### src/rtl/pc_sequencer.sv
// Program-counter sequencer: next fetch address, taken-branch flush/bubble,
// stall and halt handling, plus a saturating taken-branch counter for debug.
module pc_sequencer #(
   parameter int          N        = 32,
   parameter int          IMM_W    = 16,
   parameter logic [N-1:0] RESET_PC = '0
) (
   input  logic                    clk,
   input  logic                    rst,
   input  logic                    resolve,
   input  logic                    branch,
   input  logic [N-1:0]            br_pc,
   input  logic signed [IMM_W-1:0] br_imm,
   input  logic                    stall,
   input  logic                    halt_req,
   output logic [N-1:0]            pc,
   output logic                    fetch_valid,
   output logic                    flush,
   output logic                    halted,
   output logic [15:0]             taken_cnt
);

   typedef enum logic [1:0] {RUN, BUBBLE, HALT} state_t;

   state_t        state, state_nxt;
   logic [N-1:0]  pc_nxt;
   logic          flush_nxt;
   logic [15:0]   taken_cnt_nxt;

   // Target wraps modulo 2^N; the offset is sign-extended before the add.
   function automatic logic [N-1:0] branch_target(input logic [N-1:0]            base,
                                                   input logic signed [IMM_W-1:0] off);
      logic signed [N-1:0] off_ext;
      off_ext = {{(N-IMM_W){off[IMM_W-1]}}, off};
      return base + off_ext;
   endfunction

   function automatic logic [15:0] sat_inc(input logic [15:0] c);
      return (c == 16'hFFFF) ? c : c + 16'd1;
   endfunction

   always_ff @(posedge clk) begin
      if (!rst) begin
         state     <= RUN;
         pc        <= RESET_PC;
         flush     <= 1'b0;
         taken_cnt <= 16'd0;
      end else begin
         state     <= state_nxt;
         pc        <= pc_nxt;
         flush     <= flush_nxt;
         taken_cnt <= taken_cnt_nxt;
      end
   end

   always_comb begin
      state_nxt     = state;
      pc_nxt        = pc;
      flush_nxt     = 1'b0;
      taken_cnt_nxt = taken_cnt;
      case (state)
         RUN: begin
            // A taken branch outranks halt_req and stall: the younger halt is squashed.
            if (resolve && branch) begin
               pc_nxt        = branch_target(br_pc, br_imm);
               flush_nxt     = 1'b1;
               taken_cnt_nxt = sat_inc(taken_cnt);
               state_nxt     = BUBBLE;
            end else if (halt_req) begin
               state_nxt = HALT;
            end else if (!stall) begin
               pc_nxt = pc + N'(1);
            end
         end
         BUBBLE:  state_nxt = RUN;
         HALT:    state_nxt = HALT;
         default: state_nxt = RUN;
      endcase
   end

   always_comb begin
      fetch_valid = (state == RUN);
      halted      = (state == HALT);
   end

endmodule
### config.mk
export PLATFORM = sky130hd
export DESIGN_NAME = pc_sequencer
export DESIGN_NICKNAME = d
export VERILOG_FILES = /design/src/rtl/pc_sequencer.sv
export SDC_FILE = /design/constraint.sdc
export NUM_CORES = 1
export LEC_CHECK = 0
export ABC_AREA = 1
export CORE_ASPECT_RATIO = 1.4
export CORE_MARGIN = 4
export CORE_UTILIZATION = 53
export CTS_CLUSTER_DIAMETER = 150
export CTS_CLUSTER_SIZE = 14
export DETAILED_ROUTE_END_ITERATION = 8
export PLACE_DENSITY = 0.89
export SYNTH_ARGS = -nofsm -noshare
export SYNTH_HDL_FRONTEND = slang
export SYNTH_SLANG_ARGS = --single-unit
### constraint.sdc
create_clock -name clk -period 2.7 [get_ports clk]
set_input_delay 0.54 -clock clk [delete_from_list [all_inputs] [get_ports clk]]
set_output_delay 0.54 -clock clk [all_outputs]
set_load 0.02 [all_outputs]
# Yosys cells after proc, flatten, opt, wreduce, memory -nomap -nowiden

Index checks and enable logic that the tools add are counted.

Flip-flop bits (word level): 51
Input bits: 54
Output and inout port bits: 51
Word-level logic and storage cells: 25

Add/sub/neg operators: 3
Equality and inequality tests: 5
Multiplexer cells: 7
Bitwise operators: 1
Reduce and logical (&&, ||, !) cells: 5

Operators with widths:

| operator                                                        | count |
|---|---|
| 32-bit 2-to-1 mux                                               | 3 |
| 32-bit by 1-bit adder with 32-bit output, second input constant | 1 |
| 32-bit adder                                                    | 1 |
| 16-bit by 1-bit adder with 16-bit output, second input constant | 1 |
| 16-bit == test, second input constant                           | 1 |
| 3-bit AND reduction                                             | 2 |
| 2-bit 2-to-1 mux                                                | 2 |
| 2-bit by 1-bit != test with 1-bit output, second input constant | 2 |
| 2-bit one-hot mux with 2 select lines                           | 1 |
| 3-bit by 2-bit != test with 1-bit output, second input constant | 1 |
| 2-bit == test, second input constant                            | 1 |
| 2-bit zero test                                                 | 1 |
| 2-bit AND reduction                                             | 1 |
| 1-bit logical AND                                               | 1 |
| 1-bit 2-to-1 mux                                                | 1 |
| 1-bit inverter                                                  | 1 |

# Depth between registers and ports, before layout

Word-level depth: 4
Mapped depth: 15
Gate-level depth less buffers: 15

# Worst setup path after synthesis

OpenSTA, ideal clock, no wires.

Path type: in2reg
Start: input port br_pc[0]
End: register pc[18]
Library setup time: 0.120 ns
Arrival: 2.035 ns
Setup slack: 0.545 ns
Cell stages on the path: 13
Path buffers: 0
Cell sequence: ha_1 -> fa_1 -> nand2_1 -> nand3_1 -> nand3_1 -> nand2_1 -> nand2_1 -> nand2_1 -> nand2_1 -> nand2_1 -> or2_2 -> nand2_1 -> a21oi_1

Cells in the longest elaborated chain, start to end: 2

RTL lines:

| item                 | RTL line | source |
|---|---|---|
| from (decl)          | 12       | `input logic [N-1:0] br_pc,` |
| 32-bit adder         | 35       | `return base + off_ext;` |
| 32-bit 2-to-1 mux    | 64       | `if (resolve && branch) begin` |
| to (signal assigned) | 50       | `pc <= pc_nxt;` |
| to (decl)            | 16       | `output logic [N-1:0] pc,` |

Every way passes these cells.
A chain may end at the register's enable or synchronous reset.

# Final worst setup path

Start: input port br_imm[15]
End: register pc[30]

Cells in the longest elaborated chain, start to end: 2

RTL lines:

| item              | RTL line | source |
|---|---|---|
| from (decl)       | 13       | `input logic signed [IMM_W-1:0] br_imm,` |
| 32-bit adder      | 35       |  |
| 32-bit 2-to-1 mux | 64       |  |

Every way passes these cells.

==> results.sh <==
export IMPL_maxCapViolCount=0
export IMPL_root_buffer="clkbuf_16"
export IMPL_vdd_drop_max_uv=257
export IMPL_p_per_area_nw_per_um2=368
export IMPL_netlist_top_cells_count="nand2_1, inv_1, nor2_1"
export IMPL_antenna_cells=0
export IMPL_grt_pass1_vias=5947
export IMPL_cts_buffers=5
export IMPL_p_leak_nw=3.10
export IMPL_hold_buffers=0
export IMPL_detail_route_wl_per_cell_um=13.6
export IMPL_layout_nets=1136
export IMPL_syn_inst=933
export IMPL_status="complete, no violations"
export IMPL_syn_nets=1021
export IMPL_clock_latency_ps=290
export IMPL_synth_area_um2=5310
export IMPL_synth_area_per_cell_um2=5.69
export IMPL_antenna_found_initial=0
export IMPL_num_rows=43
export IMPL_hp_class="flip-flop to flip-flop"
export IMPL_period_share_pct=92.1
export IMPL_pin_count=105
export IMPL_crit_type="input pin to flip-flop"
export IMPL_htreeDepth=2
export IMPL_crit_arrival_ps=2680
export IMPL_design_area_um2=6750
export IMPL_die_h_um=126
export IMPL_min_period_ps=2490
export IMPL_synth_cell_types=39
export IMPL_synth_flop_cell="dfxtp_1"
export IMPL_overflow=0
export IMPL_routed_wl_um=16100
export IMPL_vias_per_cell=5.38
export IMPL_drive_gt1_share_pct=4.48
export IMPL_max_freq_ghz=0.402
export IMPL_r2r_end="pc[30]"
export IMPL_rsz0062_at_grt="no"
export IMPL_via_count=6372
export IMPL_clkSinkCount=51
export IMPL_grt_max_degree=44
export IMPL_synth_edff_count=0
export IMPL_synth_top_area_share_pct=21.1
export IMPL_io_buffers=104
export IMPL_seq_area_frac_synth_pct=19.2
export IMPL_fin_skew_ps=3.65
export IMPL_post_synth_top_count_cell="nand2_1"
export IMPL_drt_initial_drc_count=526
export IMPL_dieArea_um2=11700
export IMPL_area_growth_pct=27.2
export IMPL_cp_max_fo=17
export IMPL_drtAntennaViolNets=0
export IMPL_track_usage_pct=27.4
export IMPL_core_um2=9850
export IMPL_drcViolationCount=0
export IMPL_r2r_slack_ps=780
export IMPL_post_cts_buffers=0
export IMPL_reg2reg_from="pc[0]"
export IMPL_synth_largest_area_cell="nand2_1"
export IMPL_grt_pass1_wl_um=26500
export IMPL_initial_core_util_pct=53.9
export IMPL_hold_depth=1
export IMPL_yosys_warnings=0
export IMPL_dp_hpwl_um=13100
export IMPL_ys_seq_elements=51
export IMPL_setup_viol=0
export IMPL_dr_pass1_iters=7
export IMPL_max_slew_margin_rel_pct=63.3
export IMPL_async_flop_share_pct=0
export IMPL_start_kind="input pin"
export IMPL_tightest_slew_ps=547
export IMPL_r2r_cells=11
export IMPL_die_w_um=92.6
export IMPL_clk_pin_slew_worst_paths_ps=60
export IMPL_cts_tree="done"
export IMPL_n_fill_cell=922
export IMPL_synth_area_leaders="nand2_1, dfxtp_1, inv_1, ha_1, a21oi_1"
export IMPL_hold_path_endpoint="state[1]"
export IMPL_drv_slew=0
export IMPL_fin_util_pct=68.5
export IMPL_cp_required_ps=2890
export IMPL_clockBufferDepth=2
export IMPL_hold_viol=0
export IMPL_gp_congestion=1.01
export IMPL_ctsResizeCount=0
export IMPL_end_kind="flip-flop"
export IMPL_place_area_um2=6610
export IMPL_worstHoldStart="state[0]"
-- cell type report --
cell class | instances | area [um2] | area share [%]
clock buffers | 7 | 133 | 1.97
clock inverters | 1 | 5.00 | 0.0742
inverters | 133 | 502 | 7.43
multi-input cells | 733 | 3720 | 55.1
flip-flops and latches | 51 | 1020 | 15.1
well taps | 135 | 169 | 2.50
repair buffers | 124 | 1200 | 17.8
-- cell families (layout without fill, tap and decap cells) --
logic type                 after synthesis  after routing  synth area share, %
and+or+nand+nor                        524            524                 42.4
buffers and inverters                  149            265                 10.7
AOI/OAI and AO/OA                      144            144                 14.4
DFF                                     51             51                 19.2
adders and majority gates               34             34                 8.16
xor gates and xnor gates                31             31                 5.12
-- layer usage --
| layer | share of wire [%] | vias up | GRT usage [%] | routed length [um] |
|---|---|---|---|---|
| met5 | 0 | - | 0 | 0 |
| met4 | 3.9 | 0 | 12.4 | 621 |
| met3 | 5.5 | 47 | 2.61 | 881 |
| met2 | 52 | 250 | 52.5 | 8400 |
| met1 | 39 | 2834 | 29.6 | 6220 |
| li1 | - | 3241 | - | - |
-- worst max path at each step --
| stage | from | endpoint | slack [ps] | cells past startpoint |
|---|---|---|---|---|
| floorplan | br_pc[0] | pc[18] | 550 | 13 |
| global placement | br_imm[15] | pc[30] | -60 | 14 |
| CTS | br_imm[15] | pc[30] | 220 | 14 |
| finish | br_imm[15] | pc[30] | 210 | 14 |
| detailed placement | br_imm[15] | pc[30] | -90 | 14 |
| global route | br_imm[15] | pc[30] | 10 | 14 |
-- layout by cell type, fill, tap and decap left out, types with 2 or more instances in the layout --
cell | netlist | routed
nor2_1 | 90 | 90
nand2_1 | 298 | 298
nor3_1 | 26 | 26
o21ai_0 | 42 | 42
a21o_1 | 2 | 2
clkbuf_1 | 9 | 2
xor2_1 | 24 | 24
a21oi_1 | 77 | 77
xnor2_1 | 7 | 7
or2_2 | 5 | 5
buf_4 | 0 | 19
nand4_1 | 15 | 15
and2_1 | 2 | 2
nand2_4 | 3 | 3
dfxtp_1 | 51 | 51
nand3b_1 | 5 | 5
o21bai_1 | 5 | 5
or2_0 | 2 | 2
ha_1 | 33 | 33
clkbuf_16 | 0 | 5
inv_1 | 129 | 129
clkdlybuf4s50_1 | 0 | 104
nand3_1 | 65 | 65
o21ai_1 | 3 | 3
a31oi_1 | 11 | 11
nand2_2 | 2 | 2
nor3_2 | 2 | 2
inv_2 | 2 | 2
nor2_4 | 4 | 4
-- state kept, by name, indices dropped and copies added (netlist names) --
name and count:
flush 1, state 2, taken_cnt 16, pc 32
-- worst max-delay path: stages --
cell and delay [ps]:
clkdlybuf4s50_1 440, buf_12 170, ha_1 380, nand2_1 170, nor2_1 240, nand2_1 140
nor2_1 110, nand2_1 110, nand2_1 90, nand2_1 50, nand3_1 60, nand3_1 70
nand2_1 80, inv_1 30
-- where the power goes --
part | internal, mW | switching [mW] | leakage (nW)
Clock | 0.343 | 0.270 | 0.0679
Sequential | 0.805 | 0.0787 | 0.418
Combinational | 0.419 | 0.568 | 2.62
Total | 1.57 | 0.917 | 3.10
-- metrics by stage --
step | setup WS, ps | std cells | power (mW) | setup TNS, ps | hold WS [ps]
2_1_floorplan | 545 | 933 | 1.49 | 0 | 445
4_1_cts | 224 | 1184 | 2.48 | 0 | 486
5_1_grt | 13.1 | 1184 | 2.63 | 0 | 504
3_5_place_dp | -87.9 | 1176 | 1.87 | -87.9 | 467
6_report | 214 | 1184 | 2.48 | 0 | 489
3_3_place_gp | -59.5 | 1176 | 1.86 | -59.5 | 460
Note: power is estimated with default switching activity, not from simulation.
